===== src/rtl/fm_feeder.sv =====
// Streams 64-bit feature words from BRAM_FM64 into an 8-lane systolic array with diagonal skew,
// one row-tile at a time, handshaking with CTRL between tiles.
module fm_feeder #(
    parameter int unsigned LANES = 8,
    parameter int unsigned DW    = 8,
    parameter int unsigned AW    = 16
) (
    input  logic                  clk,
    input  logic                  rst,
    input  logic [15:0]           M,
    input  logic [15:0]           N,
    input  logic                  feed_start,
    output logic                  feed_finish,
    output logic                  tile_done,
    input  logic                  tile_ack,
    output logic [15:0]           tile_idx,
    output logic [AW-1:0]         BRAM_FM64_raddr,
    input  logic [63:0]           BRAM_FM64_rddata,
    output logic [LANES*DW-1:0]   fm_data,
    output logic [LANES-1:0]      fm_valid
);

    localparam int unsigned CW = $clog2(LANES + 1);

    typedef enum logic [2:0] {
        StIdle,
        StCom,
        StRead,
        StDrain,
        StWaitAck,
        StFinish
    } state_e;

    state_e          state_q, state_d;
    logic [15:0]     w_q, w_d;
    logic [15:0]     ncols_q, ncols_d;
    logic [15:0]     m_q, m_d;
    logic [15:0]     k_q, k_d;
    logic [15:0]     n_q, n_d;
    logic [AW-1:0]   raddr_q, raddr_d;
    logic [CW-1:0]   cnt_q, cnt_d;
    logic            done_q, done_d;
    logic            finish_q, finish_d;
    logic            rd_vld_q;
    logic [LANES-1:0] lane_on;

    always_ff @(posedge clk or negedge rst) begin
        if (!rst) begin
            state_q  <= StIdle;
            w_q      <= '0;
            ncols_q  <= '0;
            m_q      <= '0;
            k_q      <= '0;
            n_q      <= '0;
            raddr_q  <= '0;
            cnt_q    <= '0;
            done_q   <= 1'b0;
            finish_q <= 1'b0;
            rd_vld_q <= 1'b0;
        end else begin
            state_q  <= state_d;
            w_q      <= w_d;
            ncols_q  <= ncols_d;
            m_q      <= m_d;
            k_q      <= k_d;
            n_q      <= n_d;
            raddr_q  <= raddr_d;
            cnt_q    <= cnt_d;
            done_q   <= done_d;
            finish_q <= finish_d;
            // Every READ cycle issues one address; its data returns the next cycle.
            rd_vld_q <= (state_q == StRead);
        end
    end

    always_comb begin
        state_d  = state_q;
        w_d      = w_q;
        ncols_d  = ncols_q;
        m_d      = m_q;
        k_d      = k_q;
        n_d      = n_q;
        raddr_d  = raddr_q;
        cnt_d    = cnt_q;
        done_d   = 1'b0;
        finish_d = finish_q;
        if (feed_start) finish_d = 1'b0;

        unique case (state_q)
            StIdle: begin
                if (feed_start) state_d = StCom;
            end
            StCom: begin
                w_d     = ((M - 16'd1) >> 3) + 16'd1;
                ncols_d = N;
                m_d     = M;
                k_d     = '0;
                n_d     = '0;
                raddr_d = '0;
                cnt_d   = '0;
                state_d = (M == 16'd0 || N == 16'd0) ? StFinish : StRead;
            end
            StRead: begin
                if (n_q == ncols_q - 16'd1) begin
                    state_d = StDrain;
                    cnt_d   = '0;
                end else begin
                    n_d     = n_q + 16'd1;
                    raddr_d = raddr_q + AW'(w_q);
                end
            end
            StDrain: begin
                // Last address plus LANES+1 cycles: lane 7 of the last column is on the outputs.
                if (cnt_q == CW'(LANES - 1)) begin
                    state_d = StWaitAck;
                    done_d  = 1'b1;
                end else begin
                    cnt_d = cnt_q + CW'(1);
                end
            end
            StWaitAck: begin
                if (tile_ack) begin
                    if (k_q == w_q - 16'd1) begin
                        state_d = StFinish;
                    end else begin
                        k_d     = k_q + 16'd1;
                        n_d     = '0;
                        raddr_d = AW'(k_q + 16'd1);
                        state_d = StRead;
                    end
                end
            end
            StFinish: begin
                finish_d = 1'b1;
                state_d  = StIdle;
            end
            default: state_d = StIdle;
        endcase
    end

    // Lane i carries feature row 8k+i; rows past M are masked on the partial last tile.
    always_comb begin
        lane_on = '0;
        for (int i = 0; i < LANES; i++) begin
            lane_on[i] = ({1'b0, k_q, 3'b000} + 20'(i)) < {4'b0000, m_q};
        end
    end

    for (genvar i = 0; i < LANES; i++) begin : g_lane
        logic [DW-1:0] d_q [0:i];
        logic [i:0]    v_q;

        always_ff @(posedge clk or negedge rst) begin
            if (!rst) begin
                for (int j = 0; j <= i; j++) d_q[j] <= '0;
                v_q <= '0;
            end else begin
                d_q[0] <= (rd_vld_q && lane_on[i]) ? BRAM_FM64_rddata[i*DW +: DW] : '0;
                v_q[0] <= rd_vld_q && lane_on[i];
                for (int j = 1; j <= i; j++) begin
                    d_q[j] <= d_q[j-1];
                    v_q[j] <= v_q[j-1];
                end
            end
        end

        assign fm_data[i*DW +: DW] = d_q[i];
        assign fm_valid[i]         = v_q[i];
    end

    assign feed_finish     = finish_q;
    assign tile_done       = done_q;
    assign tile_idx        = k_q;
    assign BRAM_FM64_raddr = raddr_q;

endmodule


===== config.mk =====
export PLATFORM = sky130hd
export DESIGN_NAME = fm_feeder
export DESIGN_NICKNAME = d
export VERILOG_FILES = /design/src/rtl/fm_feeder.sv
export SDC_FILE = /design/constraint.sdc
export NUM_CORES = 1
export LEC_CHECK = 0
export ABC_AREA = 1
export CAP_MARGIN = 10
export CORE_ASPECT_RATIO = 0.6
export CORE_MARGIN = 5
export CORE_UTILIZATION = 29
export CTS_BUF_LIST = sky130_fd_sc_hd__clkbuf_4 sky130_fd_sc_hd__clkbuf_8
export DETAILED_ROUTE_END_ITERATION = 7
export GPL_TIMING_DRIVEN = 0
export HOLD_SLACK_MARGIN = 0.15
export PLACE_DENSITY = 0.57
export SYNTH_ARGS = -nofsm -noshare
export SYNTH_HDL_FRONTEND = slang
export SYNTH_SLANG_ARGS = --single-unit
export TNS_END_PERCENT = 5

===== constraint.sdc =====
create_clock -name clk -period 2.7 [get_ports clk]
set_clock_uncertainty 0.2 [all_clocks]
set_input_delay 0.54 -clock clk [delete_from_list [all_inputs] [get_ports clk]]
set_output_delay 0.54 -clock clk [all_outputs]
set_load 0.05 [all_outputs]

### Word level (Yosys, flattened, before mapping)

Cells that the tools add are included.

| cells by class | value |
|---|---|
| add/sub/neg operators | 15 |
| order comparisons | 8 |
| equality and inequality tests | 15 |
| muxes and demuxes | 31 |
| reduce and logical (&&, ||, !) cells | 20 |

Operator list:

| kind | count |
|---|---|
| 20-bit by 16-bit less-than comparator with 1-bit output | 7 |
| 16-bit 2-to-1 mux | 6 |
| 16-bit case mux with 3 select lines | 2 |
| 19-bit by 3-bit adder with 20-bit output, second input constant | 4 |
| 8-bit 2-to-1 mux | 8 |
| 16-bit by 1-bit subtractor with 16-bit output, second input constant | 3 |
| 19-bit by 2-bit adder with 20-bit output, second input constant | 2 |
| 16-bit by 1-bit adder with 16-bit output, second input constant | 2 |
| 16-bit == test | 2 |
| 16-bit zero test | 2 |
| 16-bit case mux with 2 select lines | 1 |
| 19-bit by 1-bit adder with 20-bit output, second input constant | 1 |
| 19-bit by 16-bit less-than comparator with 1-bit output | 1 |
| 3-bit 2-to-1 mux | 6 |
| 16-bit adder | 1 |
| 3-bit case mux with 5 select lines | 1 |
| 13-bit by 1-bit adder with 14-bit output, second input constant | 1 |
| 2-bit inequality test, second input constant | 6 |
| 4-bit case mux with 3 select lines | 1 |
| 1-bit logical AND | 8 |
| 4-bit 2-to-1 mux | 2 |
| 4-bit AND reduction | 2 |
| 3-bit by 2-bit == test with 1-bit output, second input constant | 2 |
| 3-bit == test, second input constant | 2 |
| 10 further kinds | 16 |

| word-level totals | value |
|---|---|
| register bits after elaboration | 430 |
| bits of input ports | 100 |
| output and inout port bits | 106 |
| word-level logic and storage cells | 144 |

### Depth between registers and ports, before layout

| logic depth | value |
|---|---|
| word-level depth | 5 |
| gate-level depth with buffers | 18 |
| gate-level depth less buffers | 17 |

### Worst setup path after synthesis

OpenSTA, ideal clock, no wires.

| timing | value |
|---|---|
| path kind | register -> register |
| start | reg k_q[8] (netlist: tile_idx[8]) |
| end | reg g_lane[5].d_q[40] (netlist name) |
| setup time | 0.074 ns |
| data arrival time | 2.327 ns |
| data required time | 2.426 ns |
| setup slack | 0.098 ns |
| stages on the path, launching flop included | 15 |
| buffers on the path | 0 |
| period minus slack after synthesis | 2.602 ns |
| cells stage by stage | dfrtp_1 > ha_1 > nand2_1 > inv_1 > nand3_1 > inv_1 > nand2_1 > o211ai_1 > nand2_1 > nand2_1 > nor2_1 > nand2_1 > inv_1 > nand2_1 > nor2_1 |

| on the way | value |
|---|---|
| cells in the longest elaborated chain, start to end | 4 |

RTL lines:

| what | RTL line | source |
|---|---|---|
| from (decl) | 38 | `logic [15:0] k_q, k_d;` |
| from (signal assigned) | 65 | `k_q <= k_d;` |
| 19-bit by 3-bit adder with 20-bit output | 145 | `lane_on[i] = ({1'b0, k_q, 3'b000} + 20'(i)) < {4'b0000, m_q};` |
| 20-bit by 16-bit less-than comparator with 1-bit output | 145 |  |
| 1-bit logical AND | 158 | `d_q[0] <= (rd_vld_q && lane_on[i]) ? BRAM_FM64_rddata[i*DW +: DW] : '0;` |
| 8-bit 2-to-1 mux | 158 |  |
| to (signal, indexed assignment) | 161 | `d_q[j] <= d_q[j-1];` |
| to (decl) | 150 | `logic [DW-1:0] d_q [0:i];` |

No other way between the ends.
A chain may end at the register's enable or synchronous reset.

### Final worst setup path

| timing | value |
|---|---|
| start | reg state_q[2] |
| end | reg raddr_q[5] (netlist: BRAM_FM64_raddr[5]) |

| on the way | value |
|---|---|
| cells in the longest elaborated chain, start to end | 3 |
| elaborated cells between the ends (all ways) | 9 |
| classes of those cells | eq/ne: 6; mux: 1; reduce/logical: 2 |

RTL lines:

| what | RTL line | source |
|---|---|---|
| from (decl) | 34 | `state_e state_q, state_d;` |
| from (signal assigned) | 49 | `state_q <= StIdle;` |
| from (signal assigned) | 61 | `state_q <= state_d;` |
| 3-bit by 2-bit == test with 1-bit output, or another cell as far along | 89 | `unique case (state_q)` |
| 2-bit inequality test (no source line) / 3-bit nonzero test (equally long branches) | n/a |  |
| 4-bit AND reduction (no source line) | n/a |  |
| to (signal assigned) | 67 | `raddr_q <= raddr_d;` |
| to (decl) | 40 | `logic [AW-1:0] raddr_q, raddr_d;` |

Parallel ways exist; a longest one is shown, timed or not.

==> results.ini <==
[drt]
ant_nets = 0
firstDrtPassIters = 5
drtIter0Drc = 1053
viasPerCell = 4.35
vias = 12517
drt-total-wl_um = 44300
drc = 0
wl_per_cell_um = 15.4

[cts]
cts_root_buffer = clkbuf_8
cts_made_buffers = 69
clockBufferDepth = 3
insertion_delay_ns = 0.68
htreeDepth = 3
tritoncts = yes
clk_pin_slew_ns = 0.08
clock_sinks = 428

[die]
die_h_um = 197
die_area_sq_mm = 0.0635
fp.coreArea_sq_mm = 0.0577
fp-row-count = 68
ios = 206
die_w_um = 322
initial_core_util = 0.294

[critical_path]
cp_max_fo = 10
arrival_ns = 3.06
cp-end-kind = register
crit_buf_inv = 3
slowest_stage = nor2_1
critPathLaunchType = register
critPathMaxStageDelay_ns = 0.68
required_ns = 3.12
path_cells = nor2_1 > inv_1 > nor2_1 > inv_1 > clkbuf_1 > o21ai_0 > nand4_1 > nand2_1
path_class = reg2reg
crit_family = simple AND/OR/NAND/NOR gates
regToRegSetupSlack_ns = 0.06

[hold_path]
min_path_type = reg2reg

[power_and_ir_drop]
power_density_mw_per_mm2 = 1000
power.static_leakage_nw = 11.5
vdd_drop_max_mv = 0.368

[synth]
synthArstFlopShare = 1.00
ys_seq_area_frac = 0.632
synth-seq-cells = 428
synth_edf_count = 0
synth_area_sq_mm = 0.0169
synth_cell_type_count = 42
syn_nets = 1833
post_synth.cell_area_avg_sq_um = 9.98
ys.flop_type = dfrtp_1
synthCells = 1698
yosys_warnings = 0

[run]
maxCapViolations = 0

[timing]
setup_viol_count_final = 0
tightest_slew_ns = 0.903
fin_crit_ns = 2.64
slew_headroom = 0.396
max_freq_mhz = 379
finalCritPeriodShare = 0.978
slew_violations = 0
fin_setup_tns_ns = 0
rsz0062_at_grt = true
finalHoldViolCount = 0
setup_slack_ns = 0.0597

[place]
dp_slack_ns = -0.649
placed_area_sq_mm = 0.0200
port-buffer-count = 205
hpwl_um = 32000
gp_congestion = 0.887

[grt]
first_global_vias = 12401
antenna_found_initial = 3
grt_overflow = 0
grt_max_degree = 117
grt_first_pass_wirelength_um = 69800
grt.total_usage = 0.140

[run_status]
status = completed

[finish]
num-nets-final = 2187
final_cell_area_sq_mm = 0.0225
fin_util = 0.390
fill_cells = 5684
syn_to_final_growth_pct = 32.7
drive_gt1_frac = 0.145

==> placed cells by master, fill, tap and decap left out, types with 5 or more instances in the layout <==
cell type	synthesis	final
ha_1	34	32
nand3_1	76	75
xnor2_1	16	16
dlygate4sd2_1	0	27
buf_4	65	100
clkbuf_8	0	83
buf_6	5	5
clkbuf_4	0	17
o21ai_0	68	66
buf_2	8	7
inv_1	186	182
a21oi_1	30	29
clkbuf_1	15	13
nor3_1	16	15
bufinv_16	0	6
nand2_1	407	402
or2_2	9	8
clkinv_2	0	11
dlygate4sd3_1	0	66
clkdlybuf4s50_1	0	149
nand4_1	45	45
dfrtp_2	0	9
xor2_1	32	32
nor2_1	181	177
nor2_4	4	10
nor2_2	11	9
dfrtp_1	428	419
nor4_1	12	10
nand3b_1	8	8
o21ai_1	16	17
==> what timing repair did <==
item | 4_1_cts | 5_1_grt
endpoints found under the hold margin | 156 | 3
gates resized for setup | 49 | 65
pin swaps | 0 | 7
endpoints found under the setup margin | 133 | 129
hold buffers | 63 | 3
buffers inserted | 0 | 9
==> area by class of cell <==
cell class | instances | area [sq um] | area share
flip-flops and latches | 428 | 10700 | 0.477
inverters | 186 | 702 | 0.0312
clock inverters | 26 | 353 | 0.0157
plain buffers | 95 | 654 | 0.0291
clock buffers | 100 | 1270 | 0.0565
repair buffers | 284 | 2780 | 0.124
diodes | 2 | 5.00 | 0.000223
multi-input cells | 988 | 5040 | 0.224
well taps | 770 | 963 | 0.0428
==> power by group <==
group | switching, W | leakage [nW] | internal, W
logic | 0.00458 | 4.90 | 0.00263
clock network | 0.00275 | 0.850 | 0.00369
registers | 0.000915 | 5.76 | 0.00803
==> final timing paths <==
check | endpoint | start | cells after the start
setup / recovery | BRAM_FM64_raddr[5] | state_q[2] | 8
hold / removal | g_lane[6].v_q[5] | g_lane[6].v_q[4] | 0
setup reg to reg | BRAM_FM64_raddr[5] | state_q[2] | 8
hold reg to reg | g_lane[6].v_q[5] | g_lane[6].v_q[4] | 0
max in group asynchronous | tile_idx[12] | rst | 3
min in group asynchronous | fm_data[51] | rst | 2
==> sequential cells by signal (all words and copies together) (netlist names), 3 cells and up <==
name             count
g_lane.d_q         232
n_q                 16
w_q                 14
BRAM_FM64_raddr     16
m_q                 16
fm_data             56
cnt_q                4
g_lane.v_q          36
ncols_q             16
state_q              3
tile_idx            16
==> Yosys cell counts (2+ instances only) <==
cell type | number | area share
nor2_4 | 4 | 0.0027
nor3_1 | 16 | 0.0047
buf_4 | 65 | 0.029
nor3b_1 | 2 | 0.00089
clkbuf_1 | 15 | 0.0033
buf_2 | 8 | 0.0024
nand2_1 | 407 | 0.090
and2_1 | 2 | 0.00074
nand3_1 | 76 | 0.022
o21ai_0 | 68 | 0.020
buf_1 | 3 | 0.00066
nand3b_1 | 8 | 0.0035
xor2_1 | 32 | 0.017
or2_2 | 9 | 0.0033
o21ai_2 | 2 | 0.0010
xnor2_1 | 16 | 0.0083
a21oi_1 | 30 | 0.0089
nor4_1 | 12 | 0.0044
nand4_1 | 45 | 0.017
o22ai_1 | 2 | 0.00074
o21ai_1 | 16 | 0.0047
nor2_1 | 181 | 0.040
buf_6 | 5 | 0.0033
dfrtp_1 | 428 | 0.63
nor2_2 | 11 | 0.0041
inv_1 | 186 | 0.041
ha_1 | 34 | 0.025
==> metrics by stage <==
step / power, W / cells / hold WS (ns)
5_1_grt: 0.0241 / 2879 / 0.151
3_5_place_dp: 0.0158 / 2676 / 0.135
6_report: 0.0226 / 2879 / 0.144
2_1_floorplan: 0.0133 / 1698 / 0.0444
4_1_cts: 0.0227 / 2864 / 0.150
3_3_place_gp: 0.0157 / 2673 / 0.131
==> metal layers <==
metal | vias up | GRT usage | share of wire | wire length, um
li1 | 6015 | - | - | -
met1 | 6042 | 0.212 | 0.49 | 21900
met2 | 384 | 0.196 | 0.41 | 18100
met3 | 74 | 0.0385 | 0.077 | 3430
met4 | 2 | 0.0421 | 0.021 | 909
met5 | - | 0 | 0.00023 | 10
==> cells by family after synthesis <==
family,Yosys count,synth area share
simple gates,779,0.198
flops,428,0.632
buf+inv,282,0.0797
compound gates,126,0.0390
xor+xnor,48,0.0248
fa+ha+maj,35,0.0263
(Power assumes the default switching activity.)
==> patch 1: new RTL, config.mk and constraints unchanged <==
`LANES`: 8 -> 4.
--- a/src/rtl/fm_feeder.sv
+++ b/src/rtl/fm_feeder.sv
@@ -1,7 +1,7 @@
 // Streams 64-bit feature words from BRAM_FM64 into an 8-lane systolic array with diagonal skew,
 // one row-tile at a time, handshaking with CTRL between tiles.
 module fm_feeder #(
-    parameter int unsigned LANES = 8,
+    parameter int unsigned LANES = 4,
     parameter int unsigned DW    = 8,
     parameter int unsigned AW    = 16
 ) (
Ports: changed (resized fm_data and fm_valid); port bits go from 206 to 170. The function was not compared with the original's and may differ.
==> patch 1 against the original RTL <==
  * Core utilization fell by 2.6 points
  * Sequential power fell by 50%
  * Synthesized cell count fell by 15%
  * Final area fell by 39%
  * Power fell by 41%
  * Area after synthesis fell by 34%
  * Combinational power fell by 4.6%
  * Sequential cell count fell by 235
  * Worst setup slack got worse by 0.014 ns
  * Routed wire length fell by 24%
  * Global-route usage rose by 1.6 points
  * Critical endpoint is now BRAM_FM64_raddr[14]$_DFFE_PN0P_
  * Largest cell class is now multi-input gates
==> patch 1: results (changes against the original RTL) <==
Logic synthesis
  • Synth Net Count: 1586 (-13%)
  • Sequential element share of the synthesized area: 43.3% (-20 points)
  • Post-synth top area share: 43.3% (-20 points)
  • Top-count cell post-synth: nand2_1
  • Commonest cells in the netlist: 375 x nand2_1, 203 x inv_1, 193 x dfrtp_1, 142 x nor2_1, 97 x nand3_1
  • Most area-consuming cells after synthesis: dfrtp_1 43%, nand2_1 13%, inv_1 6.8%

Floorplanning
  • Die width: 263 um (-18%)

GRT
  • GRT Total Usage: 15.7% (+1.6 points)
  • First-pass GRT wire length: 52800 um (-24%)
  • Vias in the first global route: 9165 (-26%)

Power
  • Max VDD drop: 375 uV (+2.0%)

Place
  • Port bufs: 137 (-33%)
  • Post-DP Area: 13200 um2 (-34%)
  • Setup Slack @ Placement: -0.391 ns (+0.259 ns)
  • Placer Congestion: 0.948 (+6.9%)

Setup path
  • Slowest CP cell: dfrtp_2
  • WP data arrival: 2.85 ns (-0.21 ns)
  • Slowest stage delay, CP: 0.49 ns (-0.19 ns)

Finish
  • Fill cells: 3976 (-30%)
  • Final nets: 1750 (-20%)
  • Max FFs per register: 56 (-76%)
  • Layout cell share with drive strength beyond 1: 10.8% (-3.7 points)

Drt
  • Detailed-router iteration count before antenna repair: 7 (+2)
  • Final WL: 33800 um (-24%)

Outcome
  • Status: completed

CTS
  • Clock Latency Late Sink: 0.51 ns (-0.17 ns)
  • Clock Path Buffers: 2 (-1)
  • Total CTS buffers: 17 (-75%)
patch 1: changes by cell type in the layout (fill, tap and decap cells not counted), moves of 31 or more:
cell           delta
buf_4            -63
clkbuf_8         -66
dlygate4sd3_1    -64
nor2_1           -41
o21bai_1         +31
dfrtp_1         -232
patch 1: final timing paths:
check	cells past startpoint	endpoint	slack (ns)	start
worst max register to register	14	BRAM_FM64_raddr[14]$_DFFE_PN0P_	0.05	w_q[0]$_DFFE_PN0N_
min in group asynchronous	2	BRAM_FM64_raddr[4]$_DFFE_PN0P_	0.28	rst
worst min-delay path	0	g_lane[2].d_q[14]$_DFF_PN0_	0.15	g_lane[2].d_q[22]$_DFF_PN0_
max in group asynchronous	4	fm_data[11]$_DFF_PN0_	0.88	rst
worst min register to register	0	g_lane[2].d_q[14]$_DFF_PN0_	0.15	g_lane[2].d_q[22]$_DFF_PN0_
worst max-delay path	14	BRAM_FM64_raddr[14]$_DFFE_PN0P_	0.05	w_q[0]$_DFFE_PN0N_
patch 1: final cells by class:
type / count / area share (%)
well taps: 513 / 4.66
clock buffers: 17 / 1.70
clock inverters: 15 / 1.47
multi-input cells: 985 / 37.6
inverters: 207 / 5.64
repair buffers: 145 / 10.6
flip-flops and latches: 193 / 35.1
plain buffers: 66 / 3.16
diodes: 1 / 0.0182
patch 1: report_power, final:
group	internal, mW	switching [mW]
registers	3.75	0.729
clock network	0.738	1.31
logic	2.30	4.59
patch 1: cell families after synthesis:
family                     Yosys count  share of synthesized area (%)
AOI/OAI and AO/OA                  154                           8.46
DFF                                193                           43.3
adders and majority gates           35                           3.99
and+or+nand+nor                    757                           30.4
buffers and inverters              273                           10.8
xor gates and xnor gates            39                           3.06
patch 1: stage by stage:
step / cells / util [%] / hold slack, ns
2_1_floorplan: 1451 / - / 0.0444
3_3_place_gp: 2101 / 34.8 / 0.131
3_5_place_dp: 2103 / 35.0 / 0.135
4_1_cts: 2137 / 36.2 / 0.154
5_1_grt: 2141 / 36.4 / 0.160
6_report: 2142 / 36.4 / 0.153
patch 1: routing by layer:
layer / vias to the layer above / GRT usage [%] / wire length [um]
met3: 23 / 5.06 / 3430
met4: 6 / 2.62 / 239
met1: 4700 / 24.1 / 16900
met5: - / 0 / 36
met2: 352 / 21.6 / 13200
li1: 4940 / - / -
patch 1: what timing repair did:
action                     in CTS  in global routing
hold buffers                    2                  0
hold endpoints to repair      112                  0
resized for setup              21                 26
pin swaps                       0                  1
setup endpoints to repair      59                 71
cloned                          0                  0
buffers inserted                0                  4
==> patch 2: new RTL, same flow settings <==
Made on the original files. Encoding of `state_e`: now one-hot (6 bits for 6 states).
--- a/src/rtl/fm_feeder.sv
+++ b/src/rtl/fm_feeder.sv
@@ -22,13 +22,13 @@
 
     localparam int unsigned CW = $clog2(LANES + 1);
 
-    typedef enum logic [2:0] {
-        StIdle,
-        StCom,
-        StRead,
-        StDrain,
-        StWaitAck,
-        StFinish
+    typedef enum logic [5:0] {
+        StIdle    = 6'b000001,
+        StCom     = 6'b000010,
+        StRead    = 6'b000100,
+        StDrain   = 6'b001000,
+        StWaitAck = 6'b010000,
+        StFinish  = 6'b100000
     } state_e;
 
     state_e          state_q, state_d;
Check against the original RTL: same outputs for any inputs over 4 cycles, from zero or initial values and one cycle with rst low; so few cycles prove little.
==> patch 2 against the original RTL <==
  * Power decreased by 17%
  * Sequential share of layout area decreased by 0.76 points
  * Core utilization decreased by 0.29 points
  * Non-clock buffer count increased by 1
  * Critical path depth increased by 8
  * Final area increased by 2.3%
  * Worst setup slack got worse by 0.0052 ns
  * Sequential cell count increased by 3
  * Routed wire length increased by 5.8%
  * Area after synthesis increased by 3.3%
  * Largest power group unchanged
==> patch 2: results (changes against the original RTL) <==
GRT
  • First-pass GRT wire length: 73200 um (+5.0%)
  • Largest net degree at the start of global routing: 121 (+3.4%)
  • GRT Total Usage: 14.2% (+0.14 points)
  • Antenna violations before repair: 0 (-3)
  • Vias in the first global route: 13100 (+5.5%)

Power
  • P_leak: 12.1 nW (+5.4%)
  • Max VDD drop: 411 uV (+12%)

Drt
  • Highest routed layer: met4
  • Met3 WL: 3460 um (+0.85%)
  • Via-to-Cell Ratio: 4.40 (+1.1%)
  • Metal-1 WL: 22400 um (+2.3%)
  • Final WL: 46900 um (+5.8%)
  • 1st-iter DRT viols: 882 (-16%)
  • Met2 wire len: 20000 um (+10%)

Setup path
  • Flop2flop setup slack: 0.05 ns
  • WP data arrival: 2.97 ns (-0.09 ns)
  • R2R cell count: 16 (+8)
  • CP endpoint: tile_idx[4]$_DFFE_PN0P_
  • Setup crit end kind: flip-flop
  • Critical-path maximum fanout: 10 (unchanged)
  • CP Launch Point: w_q[5]$_DFFE_PN0P_

Min path
  • HP Start: g_lane[5].d_q[30]$_DFF_PN0_
  • Hold Path Sink: g_lane[5].d_q[22]$_DFF_PN0_

Logic synthesis
  • Commonest cells in the netlist: 430 x dfrtp_1, 424 x nand2_1, 222 x inv_1, 200 x nor2_1, 85 x nand3_1
  • Yosys cell types: 46 (+9.5%)
  • Fraction of registers with async set/reset: 100% (unchanged)
  • Most area-consuming cells after synthesis: dfrtp_1 62%, nand2_1 9.1%, inv_1 4.8%
  • Synth Net Count: 1944 (+6.1%)
  • Sequential element share of the synthesized area: 61.7% (-1.6 points)
  • Main synth FF type: dfrtp_1

Place
  • Setup Slack @ Placement: -0.584 ns (+0.0656 ns)
  • Port bufs: 205 (unchanged)
  • Placer Congestion: 0.907 (+2.2%)
  • Hpwl dp: 34800 um (+8.8%)

Finish
  • Max FFs per register: 232 (unchanged)
  • Fill cells: 5861 (+3.1%)
  • Final nets: 2291 (+4.8%)
  • ANT cells: 0 (-2)
  • Layout cell share with drive strength beyond 1: 13.9% (-0.54 points)

Timing
  • Worst-Margin Slew: 0.725 ns (-0.178 ns)
  • Period Utilization, post-route: 98.0% (+0.19 points)

CTS
  • CTS Hold Bufs: 56 (-11%)
  • Clock Latency Late Sink: 0.65 ns (-0.03 ns)
  • Clk slew on worst S/H paths: 0.07 ns
  • Post-cts resize count: 57 (+16%)
  • Clock Path Buffers: 3 (unchanged)
  • Total CTS buffers: 67 (-2.9%)

Outcome
  • Status: completed
## patch 2: cell count changes in the layout (fill, tap and decap cells not counted), moves of 14 or more
cell             unedited run  this run
inv_1                     182       218
nand4_1                    45        67
clkdlybuf4s50_1           149       169
nand2_1                   402       418
buf_4                     100        81
nor2_1                    177       191
## patch 2: kinds of logic after synthesis
group	share of synthesized area, %
flops	61.7
compound gates	3.70
fa+ha+maj	2.55
buf+inv	9.03
xor+xnor	2.20
simple gates	20.9
## patch 2: critical path, stage by stage (launching register included)
cell and delay, ns:
dfrtp_1 0.48, inv_2 0.12, nand2_1 0.06, nor2_2 0.22, nand2_4 0.11, nand2_2 0.06, nand2_1 0.04, nor2_1 0.11
nand2_1 0.08, nor2_2 0.14, nand2_2 0.09, nor2_4 0.14, nand3_4 0.14, buf_12 0.20, buf_12 0.15, nand3b_1 0.11
nand2_1 0.06
## patch 2: cell type report
cell class	count	share of cell area (%)
Sequential cell	431	46.9
Tap cell	781	4.25
Buffer	101	3.22
Clock inverter	14	0.560
Inverter	236	3.88
Clock buffer	102	5.72
Multi-Input combinational cell	1040	23.1
Timing Repair Buffer	279	12.3
## patch 2: routing by layer
layer  track usage (%)  up-vias
met1              20.2     6369
met3              4.36       69
met4              4.21        0
met2              20.8      365
li1                  -     6317
met5                 0        -
## patch 2: through the flow
step	instance area (um2)	hold slack, ns	util [%]	cells
floorplan	17500	0.0444	-	1809
global placement	20500	0.131	34.5	2795
detailed placement	20600	0.135	34.7	2799
CTS	22700	0.150	38.2	2971
global route	23000	0.151	38.7	2984
finish	23000	0.144	38.7	2984
## patch 2: where the power goes
part           switching (mW)  total (mW)  internal [mW]
Combinational            3.10        4.91           1.81
Clock                    2.58        5.81           3.23
Sequential              0.662        7.99           7.33
Total                    6.34        18.7           12.4
